==> config.mk <==
export PLATFORM = sky130hd
export DESIGN_NAME = ifu_fetch
export DESIGN_NICKNAME = d
export VERILOG_FILES = /design/src/rtl/ifu_fetch_pkg.sv /design/src/rtl/ifu_fetch.sv
export SDC_FILE = /design/constraint.sdc
export NUM_CORES = 1
export LEC_CHECK = 0
export ABC_AREA = 1
export BUFFER_PORTS_ARGS = -buffer_cell sky130_fd_sc_hd__buf_4
export CAP_MARGIN = 15
export CORE_MARGIN = 1
export CORE_UTILIZATION = 25
export DETAILED_ROUTE_END_ITERATION = 10
export PLACE_DENSITY = 0.48
export SETUP_SLACK_MARGIN = 0.15
export SYNTH_ARGS = -nofsm -noshare
export SYNTH_HDL_FRONTEND = slang
export SYNTH_SLANG_ARGS = --single-unit
export TNS_END_PERCENT = 20
==> constraint.sdc <==
create_clock -name clk -period 3 [get_ports clk]
set_clock_uncertainty 0.2 [all_clocks]
set_input_delay 0.3 -clock clk [delete_from_list [all_inputs] [get_ports clk]]
set_output_delay 0.3 -clock clk [all_outputs]
set_load 0.02 [all_outputs]
==> src/rtl/ifu_fetch_pkg.sv <==
// ifu_fetch_pkg
// Shared types and constants for the instruction fetch stage.
//   ifu_state_t : fetch controller state (FETCH, HOLD, DRAIN)
//   addr_t      : 64-bit architectural address
//   RESET_PC    : first fetch address after reset
//   NOP_INSTR   : instruction word presented while nothing has been fetched
package ifu_fetch_pkg;

   typedef logic [63:0] addr_t;

   localparam addr_t       RESET_PC  = 64'h0000_0000_8000_0000;
   localparam logic [31:0] NOP_INSTR = 32'h0000_0013;

   typedef enum logic [1:0] {
      FETCH,
      HOLD,
      DRAIN
   } ifu_state_t;

endpackage

==> src/rtl/ifu_fetch.sv <==
// ifu_fetch
// Instruction fetch stage sitting directly upstream of the decoder. Owns the
// architectural PC, keeps at most one request outstanding to instruction
// memory, buffers one returned instruction and hands it to the decoder with a
// valid/ready handshake. Redirects from downstream replace the PC and any
// fetch already in flight is discarded.
//
// Ports:
//   clk, rst_n      : clock, asynchronous active-low reset
//   imem_req        : fetch request valid (high in FETCH and DRAIN)
//   imem_addr       : fetch address, always the internal fetch PC
//   imem_ack        : memory response valid, only meaningful while imem_req
//   imem_rdata      : returned instruction word
//   redirect_valid  : downstream PC change request
//   redirect_pc     : redirect target, low two bits ignored
//   instr_valid     : buffered instruction available
//   instr, instr_pc : buffered instruction and its PC
//   id_ready        : decoder accepts instr when instr_valid & id_ready
module ifu_fetch
   import ifu_fetch_pkg::*;
#(
   parameter int              XLEN     = 64,
   parameter logic [XLEN-1:0] RESET_PC = ifu_fetch_pkg::RESET_PC
) (
   input  logic            clk,
   input  logic            rst_n,
   output logic            imem_req,
   output logic [XLEN-1:0] imem_addr,
   input  logic            imem_ack,
   input  logic [31:0]     imem_rdata,
   input  logic            redirect_valid,
   input  logic [XLEN-1:0] redirect_pc,
   output logic            instr_valid,
   output logic [31:0]     instr,
   output logic [XLEN-1:0] instr_pc,
   input  logic            id_ready
);

   ifu_state_t      state;
   logic [XLEN-1:0] pc;
   logic [XLEN-1:0] pend_pc;
   logic [XLEN-1:0] target;
   logic [XLEN-1:0] next_pc;

   // Instructions are word aligned; misaligned targets are silently truncated.
   assign target    = {redirect_pc[XLEN-1:2], 2'b00};

   // Only HOLD stops requesting, so the address stays put while a request is
   // outstanding because pc only moves on an ack or from a non-requesting state.
   assign imem_req  = (state != HOLD);
   assign imem_addr = pc;

   // Next fetch address. A redirect that races an ack always wins over the
   // sequential pc+4, and in DRAIN the ack closes the stale request so the
   // saved (or even newer) target can finally go out.
   always_comb begin
      next_pc = pc;
      case (state)
         FETCH: begin
            if (imem_ack) begin
               next_pc = redirect_valid ? target : pc + XLEN'(4);
            end
         end
         HOLD: begin
            if (redirect_valid) begin
               next_pc = target;
            end
         end
         DRAIN: begin
            if (imem_ack) begin
               next_pc = redirect_valid ? target : pend_pc;
            end
         end
         default: next_pc = pc;
      endcase
   end

   // Controller and output registers. In HOLD a redirect and a consume both
   // just empty the buffer; the redirecting instruction is older, so dropping
   // the buffered one is correct either way.
   always_ff @(posedge clk or negedge rst_n) begin
      if (!rst_n) begin
         state       <= FETCH;
         pc          <= RESET_PC;
         pend_pc     <= '0;
         instr_valid <= 1'b0;
         instr       <= NOP_INSTR;
         instr_pc    <= '0;
      end else begin
         pc <= next_pc;
         case (state)
            FETCH: begin
               if (imem_ack && !redirect_valid) begin
                  instr       <= imem_rdata;
                  instr_pc    <= pc;
                  instr_valid <= 1'b1;
                  state       <= HOLD;
               end else if (!imem_ack && redirect_valid) begin
                  // Request cannot be withdrawn; remember where to go once
                  // its response has been swallowed.
                  pend_pc <= target;
                  state   <= DRAIN;
               end
            end
            HOLD: begin
               if (redirect_valid || id_ready) begin
                  instr_valid <= 1'b0;
                  state       <= FETCH;
               end
            end
            DRAIN: begin
               if (imem_ack) begin
                  state <= FETCH;
               end else if (redirect_valid) begin
                  pend_pc <= target;
               end
            end
            default: state <= FETCH;
         endcase
      end
   end

endmodule
---- After elaboration in Yosys (flattened, before gate mapping) ----
Index checks and enable logic that the tools add are counted.
word-level totals
  flip-flop bits (word level) ............. 227
  input port bits ......................... 101
  output and inout port bits .............. 162
  logic and storage cells ................. 51
operators by class
  equal/unequal tests ..................... 12
  multiplexer cells ....................... 18
  add/sub/neg operators ................... 1
  reductions and logical operators ........ 14
operator list
  cell                                                   count
  two-way mux 64 bit                                     8
  case mux 64 bit (3 select lines)                       1
  case mux 64 bit (2 select lines)                       1
  adder 64 x 3 -> 64 bit, second input constant          1
  inequality test 2 bit, second input constant           8
  two-way mux 2 bit                                      4
  AND reduction 4 bit                                    2
  case mux 2 bit (3 select lines)                        1
  AND reduction 3 bit                                    2
  nonzero test 2 bit                                     2
  inequality test 3 bit, second input constant           1
  nonzero test 3 bit                                     1
  == test 2 x 1 -> 1 bit, second input constant          1
  == test 2 bit, second input constant                   1
  logical AND 1 bit                                      2
  zero test 1 bit                                        2
  zero test 2 bit                                        1
  two-way mux 1 bit                                      2
  inequality test 2 x 1 -> 1 bit, second input constant  1
  case mux 1 bit (2 select lines)                        1
  AND reduction 2 bit                                    1
  logical OR 1 bit                                       1

---- Depth between registers and ports, before layout ----
Gate-level depths: netlist of run 1.
  depth after elaboration ................. 5
  depth in mapped cells ................... 14
  mapped depth without buffers ............ 14

---- Worst setup path before layout of run 1 ----
No wires, ideal clock.
  kind .................................... in2reg
  from .................................... input port redirect_valid
  to ...................................... register pend_pc[12]
  stages .................................. 9
  data required time ...................... 2.672 ns
  setup slack ............................. 0.479 ns
  buffers on the path ..................... 3
  library setup time ...................... 0.128 ns
  arrival ................................. 2.194 ns
  cell sequence ........................... inv_1 clkbuf_1 clkbuf_1 ha_1 nand2_1 o21ai_0 a211oi_4 buf_2 mux2_1
between the ends
  word-level cells in the longest chain between the ends .. 4
  elaborated cells between the ends (all ways) .. 9
  classes of those cells .................. eq/ne (2); mux (3); reduce/logical (4)
ends and longest elaborated chain
  element                          line              source
  start, declared                  ifu_fetch.sv:31   input logic redirect_valid,
  zero test 1 bit                  ifu_fetch.sv:93   if (imem_ack && !redirect_valid) begin
  logical AND 1 bit                ifu_fetch.sv:93
  inequality test 2 bit (no line)  -
  AND reduction 4 bit (no line)    -
  end signal, assigned             ifu_fetch.sv:101  pend_pc <= target;
  end signal, assigned             ifu_fetch.sv:115  pend_pc <= target;
  end, declared                    ifu_fetch.sv:41   logic [XLEN-1:0] pend_pc;
Several ways; a longest one is shown, not always the timed one. The select of a mux whose other input is x is not followed.
A chain may end at the register's enable or synchronous reset.

---- Worst setup path in the final report of run 1 ----
  from .................................... register state[0]
  to ...................................... register pc[34], in the netlist imem_addr[34]
between the ends
  word-level cells in the longest chain between the ends .. 3
  elaborated cells between the ends (all ways) .. 9
  classes of those cells .................. eq/ne (5); mux (1); reduce/logical (3)
ends and longest elaborated chain
  element                                                                line              source
  start, declared                                                        ifu_fetch.sv:39   ifu_state_t state;
  start signal, assigned                                                 ifu_fetch.sv:83   state <= FETCH;
  start signal, assigned                                                 ifu_fetch.sv:97   state <= HOLD;
  start signal, assigned                                                 ifu_fetch.sv:102  state <= DRAIN;
  == test 2 x 1 -> 1 bit, or another cell as far along                   ifu_fetch.sv:58   case (state)
  inequality test 2 bit (no line) or nonzero test 3 bit (tied branches)  -
  AND reduction 4 bit (no line)                                          -
  end signal, assigned                                                   ifu_fetch.sv:90   pc <= next_pc;
  end, declared                                                          ifu_fetch.sv:40   logic [XLEN-1:0] pc;
Several ways; a longest one is shown, not always the timed one.

==> results of run 1 <==
-- per-layer routing --
metal  vias up  track usage (%)  routed length [um]  part of all wire [%]
met2       351             30.9               21800                    46
li1       5841                -                   -                     -
met3        47             3.11                2600                   5.5
met5         -                0                   8                 0.017
met1      5781             26.9               22500                    47
met4         2             4.29                 816                   1.7
-- final cells by class --
type	instances	area [um^2]
repair buffers	383	3250
diodes	2	5.00
clock buffers	38	757
well taps	615	769
inverters	148	556
multi-input cells	1133	5510
flip-flops and latches	227	5690
clock inverters	10	159
fillers	4914	30900
-- per-stage QoR --
stage	util (%)	cell area, um^2	instances	setup slack [ns]
floorplan	-	12000	1582	0.479
global placement	31.1	14800	2409	0.524
detailed placement	31.1	14800	2409	0.482
CTS	35.1	16700	2554	0.461
global route	35.1	16700	2556	0.195
finish	35.1	16700	2556	0.440
-- synthesized netlist by cell type, types with 10 or more instances --
| library cell | n | share of area, % |
|---|---|---|
| a21oi_1 | 114 | 4.7 |
| a22oi_1 | 31 | 1.9 |
| nand2_1 | 489 | 15 |
| nand3_1 | 43 | 1.8 |
| clkbuf_1 | 53 | 1.7 |
| o21ai_0 | 164 | 6.8 |
| dfrtp_1 | 223 | 46 |
| mux2_1 | 17 | 1.6 |
| nor2_1 | 170 | 5.3 |
| a221oi_1 | 11 | 0.80 |
| buf_1 | 11 | 0.34 |
| buf_2 | 10 | 0.42 |
| mux2_2 | 36 | 3.4 |
| inv_1 | 146 | 4.6 |
-- worst max-delay path: cells and delay by family (launching register included) --
kind / cells / cell delay [ns]
buffers and inverters: 3 / 0.86
DFF: 1 / 0.41
and+or+nand+nor: 2 / 0.18
adders and majority gates: 1 / 0.33
AOI/OAI and AO/OA: 3 / 0.45
-- power breakdown --
part	total, W	switching, W	internal (W)	leakage (nW)
clock network	0.00348	0.00138	0.00209	0.443
logic	0.00988	0.00614	0.00374	4.50
registers	0.00597	0.00135	0.00462	2.77
-- logic make-up (layout without fill, tap and decap cells) --
group                    count (synthesis)  count (layout)  synth area share, %
XOR/XNOR                                 6               6                0.437
AO/OA/AOI/OAI                          353             353                 16.5
other                                    0               2                    0
adder cells (fa/ha/maj)                  7               7                0.728
multiplexers                            53              53                 4.96
flip-flops                             227             227                 47.3
AND/OR/NAND/NOR                        714             714                 23.0
buffers and inverters                  222             579                 7.03
-- state kept, by name, indices dropped and copies added, names as in the netlist --
register and cells:
pend_pc 64, instr_valid 1, instr_pc 64, state 2, instr 32, imem_addr 64
-- how the worst max path moves through the flow --
stage / from / to / slack, ns / cells past startpoint
floorplan: redirect_valid / pend_pc[12] / 0.48 / 9
global placement: state[0] / imem_addr[17] / 0.52 / 10
detailed placement: state[0] / imem_addr[18] / 0.48 / 9
CTS: state[0] / imem_addr[18] / 0.46 / 9
global route: imem_addr[2] / imem_addr[37] / 0.20 / 13
finish: state[0] / imem_addr[34] / 0.44 / 9
-- timing repair --
action,CTS,global route
hold buffers,97,0
gates resized for setup,0,0
endpoints found under the hold margin,304,0
==> flow_summary.rst, run 1 <==
.. list-table::
   :header-rows: 1

   * - Metric
     - Value
   * - Maximum capacitance violations
     - 0
   * - Warnings, synthesis
     - 0
   * - CTS tree
     - yes
   * - Effective utilization at floorplan
     - 25.3%
   * - Power Total
     - a little under 0.02 W
   * - Clk sink count
     - roughly 230
   * - Site Rows
     - 80
   * - Net count, final
     - between 2,000 and 2,500
   * - Number of instances in the synthesized netlist
     - ~1,600
   * - Post-synthesis cell type count
     - 32
   * - Total negative slack for setup checks
     - 0 ns
   * - Cell chain of the critical path
     - inv_1 -> ha_1 -> inv_2 -> nor2_4 -> buf_4 -> a22oi_1 -> a21oi_1 -> nand2_1 -> o21ai_0
   * - Number of nets with antenna violations after detailed routing
     - 0
   * - Routed length per instance
     - around 19 um
   * - Setup-failing EPs final
     - 0
   * - Wire length of the first global-routing pass
     - around 73,000 um
   * - Setup slack on the worst flop-to-flop path
     - approximately 0.44 ns
   * - GRT Residual Overflow
     - 0
   * - Slowest cell on the critical path
     - buf_4
   * - Leading cell types in the layout, fill and taps excluded
     - nand2_1, buf_4, dfrtp_1
   * - Core box area
     - ~48,000 um^2
   * - Proportion of synthesized flip-flops having asynchronous set or reset
     - 100%
   * - Number of vias per cell after detailed routing
     - between 4 and 5
   * - Worst hold slack across all endpoints
     - approximately 0.094 ns
   * - Clock slew at reported path FFs
     - 0.07 ns
   * - Number of synthesized flops with an enable pin
     - 0
   * - Postcts setup bufs
     - 0
   * - Worst VDD drop
     - around 0.00063 V
   * - Path class of the lowest-slack min-delay path
     - input port to async pin
   * - Die Footprint
     - ~49,000 um^2
   * - Total GRT Usage
     - about a fifth
   * - Result of the run
     - finished, final reports clean
   * - Post-route DRC
     - 0
   * - Num ports
     - approximately 260
   * - Area Overhead vs Synth
     - 38.8%
   * - Initial antenna violation count
     - 4
   * - CTS Buf Count
     - 27
   * - Final cycle utilization of the critical path
     - 85.3%
   * - Half-perimeter wire length after detailed placement
     - around 34,000 um
   * - # H-tree levels
     - 1
   * - Net count after synthesis
     - 1,690
   * - Worst endpoint required time
     - ~3.3 ns
   * - Final estimated routing congestion in global placement
     - between 0.9 and 1
   * - Most common flop cell mapped by yosys
     - dfrtp_1
   * - Clock latency on the worst-skew pair
     - about 0.57 ns
   * - Crit Reg-Reg Startpoint
     - state[0]
   * - Largest net degree at the start of global routing
     - roughly 160
   * - 1st-pass router iterations
     - 5
   * - Wirelength, routed
     - between 40,000 and 50,000 um
   * - Buffer levels on the longest clock path
     - 3
   * - Leakage power summed over all cells
     - roughly 7.7 nW
   * - Initial DRC Count
     - approximately 1,000
   * - Chip Width
     - between 200 and 250 um
   * - Proportion of synthesized chip area in sequential cells
     - between 40 and 50%
   * - Endpoint kind of the worst setup timing path
     - flip-flop
   * - Stage delay of the slowest cell on the critical path
     - 0.63 ns
   * - Worst Reg2Reg Path Length in Cells
     - 9
   * - Hold Fails Final Rpt
     - 0
   * - Port bufs
     - 260
   * - Vertical extent of the die
     - ~220 um
   * - Worst rel slew slack
     - between 40% and 50%
   * - Flip-flop and latch count after synthesis
     - about 230
   * - Via count
     - around 12,000
   * - Final Max Tran Viols
     - 0
   * - Worst-path maximum fanout
     - 54
   * - Pwr per Cell Area
     - roughly 1200 nW/um^2
   * - Worst endpoint data arrival time
     - roughly 2.8 ns
   * - Ratio of cells with drive above 1 in the final layout
     - slightly below 20%
   * - Final worst path period need
     - about 2.6 ns
   * - Via count of the first global-routing pass
     - around 12,000
   * - Actual transition at the worst max-transition pin
     - 0.820 ns
   * - Per-instance average area after synthesis
     - between 7 and 8 um^2
   * - Clk root buf
     - clkbuf_16
   * - Most common library cell in the layout ignoring fill and taps
     - nand2_1
   * - Summed instance area of the synthesized netlist
     - around 12,000 um^2
   * - Setup repair after global routing missed its margin
     - no
   * - Worst setup path class
     - flip-flop to flip-flop
   * - Worst Setup Start Kind
     - flip-flop
   * - Highest attainable clock frequency
     - around 390 MHz
   * - R2r endpoint
     - imem_addr[34]
Note: power is estimated with default switching activity, not from simulation.
==> run 2: changes to the inputs <==
ABC_AREA = unset   (was 1)
MAX_ROUTING_LAYER = met4   (was unset)
==> run 2 against run 1 <==
- critical path depth shrank 2
- utilization increased by 1.1 points
- hold slack worse by 0.023 ns
- total power increased by 2.2%
- clock power up 14%
- routed wire length decreased by 5.1%
- register-to-register slack got worse by 0.34 ns
- critical path type unchanged
- critical endpoint is now imem_addr[56]
==> flow_summary.rst, run 2 <==
.. list-table::
   :header-rows: 1

   * - Metric
     - Value
   * - Result of the run
     - finished, final reports clean (unchanged)
   * - Net count, final
     - 1,668 (was 2,028)
   * - Site Rows
     - 80 (unchanged)
   * - Bufs and invs on worst path
     - 1 (was 3)
   * - Wire length of the first global-routing pass
     - 69,100 um (was 72,600 um)
   * - Crit path max-delay family
     - simple AND/OR/NAND/NOR gates (was buffers and inverters)
   * - Setup repair after global routing missed its margin
     - yes (was no)
   * - Maximum capacitance violations
     - 0 (unchanged)
   * - PnR worst setup slack
     - 0.103 ns (was 0.440 ns)
   * - Post-synth top area share
     - 45.9% (was 46.4%)
   * - Final estimated routing congestion in global placement
     - 0.883 (was 0.953)
   * - Met3 usage
     - 2.66% (was 3.11%)
   * - Leading post-synthesis cells by cell area
     - dfrtp_1, mux2_2, o21ai_0 (was dfrtp_1, nand2_1, o21ai_0)
   * - Met1 global-route usage
     - 25.5% (was 26.9%)
   * - Clock slew at reported path FFs
     - 0.06 ns (was 0.07 ns)
   * - Final design area excluding fillers
     - 17,300 um^2 (was 16,700 um^2)
   * - Worst hold slack across all endpoints
     - 0.0706 ns (was 0.0940 ns)
   * - GRT Residual Overflow
     - 0 (unchanged)
   * - Total negative slack for setup checks
     - 0 ns (unchanged)
   * - Power share of the sequential group
     - 29.7% (was 30.9%)
   * - CTS Buf Count
     - 30 (was 27)
   * - Number of vias per cell after detailed routing
     - 5.16 (was 4.70)
   * - Wirelength, routed
     - 45,200 um (was 47,600 um)
   * - Core box area
     - 47,800 um^2 (was 47,500 um^2)
   * - 1st-pass router iterations
     - 5 (unchanged)
   * - Per-instance average area after synthesis
     - 10.2 um^2 (was 7.60 um^2)
   * - Cell Int Power
     - 0.0115 W (was 0.0105 W)
   * - Area after DPL
     - 15,200 um^2 (was 14,800 um^2)
   * - Routed length per instance
     - 20.5 um (was 18.6 um)
   * - Cell chain of the critical path
     - ha_1 -> and4_1 -> nand4_1 -> nor4_1 -> buf_4 -> mux2i_1 -> nor3_1 (was inv_1 -> ha_1 -> inv_2 -> nor2_4 -> buf_4 -> a22oi_1 -> a21oi_1 -> nand2_1 -> o21ai_0)
   * - Highest attainable clock frequency
     - 345 MHz (was 391 MHz)
   * - Largest net degree at the start of global routing
     - 76 (was 159)
   * - Net switching share of the total power
     - 41.9% (was 45.9%)
   * - Highest-utilization routing layer at the global route stage
     - met2 (unchanged)
   * - # H-tree levels
     - 1 (unchanged)
   * - Worst rel slew slack
     - 55.3% (was 45.4%)
   * - Final Max Tran Viols
     - 0 (unchanged)
   * - CTS tree
     - yes (unchanged)
   * - FF+latch area
     - 5690 um^2 (unchanged)
   * - Endpoint kind of the worst setup timing path
     - flip-flop (unchanged)
   * - Worst-path maximum fanout
     - 7 (was 54)
   * - Pwr per Cell Area
     - 1140 nW/um^2 (was 1160 nW/um^2)
   * - Post-synthesis cell type count
     - 63 (was 32)
   * - Setup-failing EPs final
     - 0 (unchanged)
   * - Final cycle utilization of the critical path
     - 96.6% (was 85.3%)
   * - Clk sink count
     - 227 (unchanged)
   * - Met2 usage
     - 28.2% (was 30.9%)
   * - Leakage power summed over all cells
     - 7.45 nW (was 7.72 nW)
   * - Power spent charging and discharging nets
     - 0.00829 W (was 0.00887 W)
   * - Combinational group share of total power
     - 50.3% (was 51.1%)
   * - Net count after synthesis
     - 1,303 (was 1,690)
   * - Most common flop cell mapped by yosys
     - dfrtp_1 (unchanged)
   * - Hold Fails Final Rpt
     - 0 (unchanged)
   * - Path class of the lowest-slack min-delay path
     - input port to flip-flop (was input port to async pin)
   * - Warnings, synthesis
     - 0 (unchanged)
   * - Stage delay of the slowest cell on the critical path
     - 0.59 ns (was 0.63 ns)
   * - Worst slack, placed
     - 0.211 ns (was 0.482 ns)
   * - Worst setup path class
     - flip-flop to flip-flop (unchanged)
   * - Initial antenna violation count
     - 4 (unchanged)
   * - Effective utilization at floorplan
     - 25.4% (was 25.3%)
   * - Number of instances in the synthesized netlist
     - 1,195 (was 1,582)
   * - Clock network fraction of total power
     - 20.0% (was 18.0%)
   * - Worst Setup Start Kind
     - flip-flop (unchanged)
   * - Number of nets with antenna violations after detailed routing
     - 0 (unchanged)
   * - Proportion of synthesized flip-flops having asynchronous set or reset
     - 100% (unchanged)
   * - Worst endpoint data arrival time
     - 3.14 ns (was 2.84 ns)
   * - Port bufs
     - 260 (unchanged)
   * - Number of synthesized flops with an enable pin
     - 0 (unchanged)
   * - Initial DRC Count
     - 684 (was 1,024)
   * - Clock latency on the worst-skew pair
     - 0.57 ns (about the same)
   * - Total GRT Usage
     - 18.4% (was 19.2%)
   * - Ratio of cells with drive above 1 in the final layout
     - 35.2% (was 19.5%)
   * - Flip-flop and latch count after synthesis
     - 227 (unchanged)
   * - Chip Width
     - 223 um (was 221 um)
   * - Slowest cell on the critical path
     - nor4_1 (was buf_4)
   * - Worst endpoint required time
     - 3.25 ns (was 3.28 ns)
   * - Via count
     - 11,400 (was 12,000)
   * - Final worst path period need
     - 2.90 ns (was 2.56 ns)
   * - Worst VDD drop
     - 0.000625 V (was 0.000630 V)
   * - Half-perimeter wire length after detailed placement
     - 31,000 um (was 34,300 um)
   * - Clk root buf
     - clkbuf_16 (unchanged)
   * - Leading cell types in the layout, fill and taps excluded
     - buf_4, dfrtp_1, mux2_2 (was nand2_1, buf_4, dfrtp_1)
   * - Vertical extent of the die
     - 223 um (was 221 um)
   * - Summed instance area of the synthesized netlist
     - 12,200 um^2 (was 12,000 um^2)
   * - Num ports
     - 263 (unchanged)
   * - Die Footprint
     - 49,600 um^2 (was 49,000 um^2)
   * - Total area of multi-input combinational cells
     - 6040 um^2 (was 5510 um^2)
   * - Actual transition at the worst max-transition pin
     - 0.671 ns (was 0.820 ns)
   * - Post-route DRC
     - 0 (unchanged)
   * - Cell with the most instances after synthesis
     - dfrtp_1 (was nand2_1)
   * - Buffer levels on the longest clock path
     - 3 (unchanged)
   * - Most common library cell in the layout ignoring fill and taps
     - buf_4 (was nand2_1)
   * - Most numerous cell types in the synthesized netlist
     - dfrtp_1, mux2_2, o21ai_0, nand2_1, clkbuf_1 (was nand2_1, dfrtp_1, nor2_1, o21ai_0, inv_1)
   * - Area Overhead vs Synth
     - 42.3% (was 38.8%)
   * - Top cell type by total area after synthesis
     - dfrtp_1 (unchanged)
   * - Filler cells
     - 4,828 (was 4,914)
   * - Proportion of synthesized chip area in sequential cells
     - 46.7% (was 47.3%)
   * - Via count of the first global-routing pass
     - 11,300 (was 11,600)
==> run 2: changes by cell type after synthesis, sizes merged, moves of 18 or more <==
cell and delta:
a22oi +19, a22o +35, mux2 +98, nor4 +24, inv -120, o21ai -72, nor3 +19, a21oi -67
nor2 -115, nand4 +33, o2bb2ai +21, nand2 -403, and3 +18
==> run 2: worst paths after layout <==
kind / start / endpoint / slack (ns) / cells past startpoint
max in group asynchronous: rst_n / instr[1] / 1.59 / 3
min reg2reg: pend_pc[60] / pend_pc[60] / 0.28 / 2
min: imem_ack / state[0] / 0.07 / 5
min in group asynchronous: rst_n / instr_pc[62] / 0.11 / 2
max: imem_addr[2] / imem_addr[56] / 0.10 / 7
max reg2reg: imem_addr[2] / imem_addr[56] / 0.10 / 7
==> run 2: power groups by stage <==
stage / logic (W) / clock network [W] / registers, W
2_1_floorplan: 0.00485 / 0 / 0.00675
3_3_place_gp: 0.00975 / 0 / 0.00583
3_5_place_dp: 0.00985 / 0 / 0.00590
4_1_cts: 0.00999 / 0.00409 / 0.00586
5_1_grt: 0.0107 / 0.00421 / 0.00607
6_report: 0.00994 / 0.00396 / 0.00586
==> run 2: worst reg2reg max path, cell delays in order (launching register included) <==
cell	delay [ns]
dfrtp_1	0.50
ha_1	0.25
and4_1	0.31
nand4_1	0.46
nor4_1	0.59
buf_4	0.21
mux2i_1	0.18
nor3_1	0.07
==> run 2: cells by family (layout without fill, tap and decap cells) <==
logic type	count (synthesis)	count (layout)	synth area share (%)
other cells	0	3	0
xor+xnor	1	1	0.0720
flops	227	227	46.7
buf+inv	126	515	3.97
simple gates	328	328	14.3
fa+ha+maj	7	7	0.720
compound gates	350	350	19.9
mux	156	156	14.4
==> run 2: layer usage <==
metal,vias up,part of all wire [%]
met5,-,0
met4,0,1.8
met3,55,4.9
met2,324,46
met1,5683,48
li1,5302,-
==> run 2: metrics by stage <==
stage          instances  utilization (%)  total power, W
6_report            2202             36.2          0.0198
5_1_grt             2202             36.2          0.0210
4_1_cts             2197             36.1          0.0199
3_5_place_dp        2044             31.8          0.0158
3_3_place_gp        2044             31.8          0.0156
2_1_floorplan       1195                -          0.0116
==> run 2: timing repair <==
| action | CTS | global route |
|---|---|---|
| hold buffers | 97 | 0 |
| setup buffers | 0 | 2 |
| resized for setup | 0 | 4 |
| endpoints found under the setup margin | 0 | 27 |
| hold endpoints to repair | 225 | 0 |
==> run 2: area by class of cell <==
| type | count | area share, % |
|---|---|---|
| Multi-Input combinational cell | 842 | 34.9 |
| Sequential cell | 227 | 32.8 |
| Timing Repair Buffer | 431 | 20.9 |
| Clock buffer | 45 | 5.24 |
| Tap cell | 615 | 4.44 |
| Clock inverter | 11 | 1.11 |
| Inverter | 28 | 0.607 |
| Antenna cell | 3 | 0.0433 |
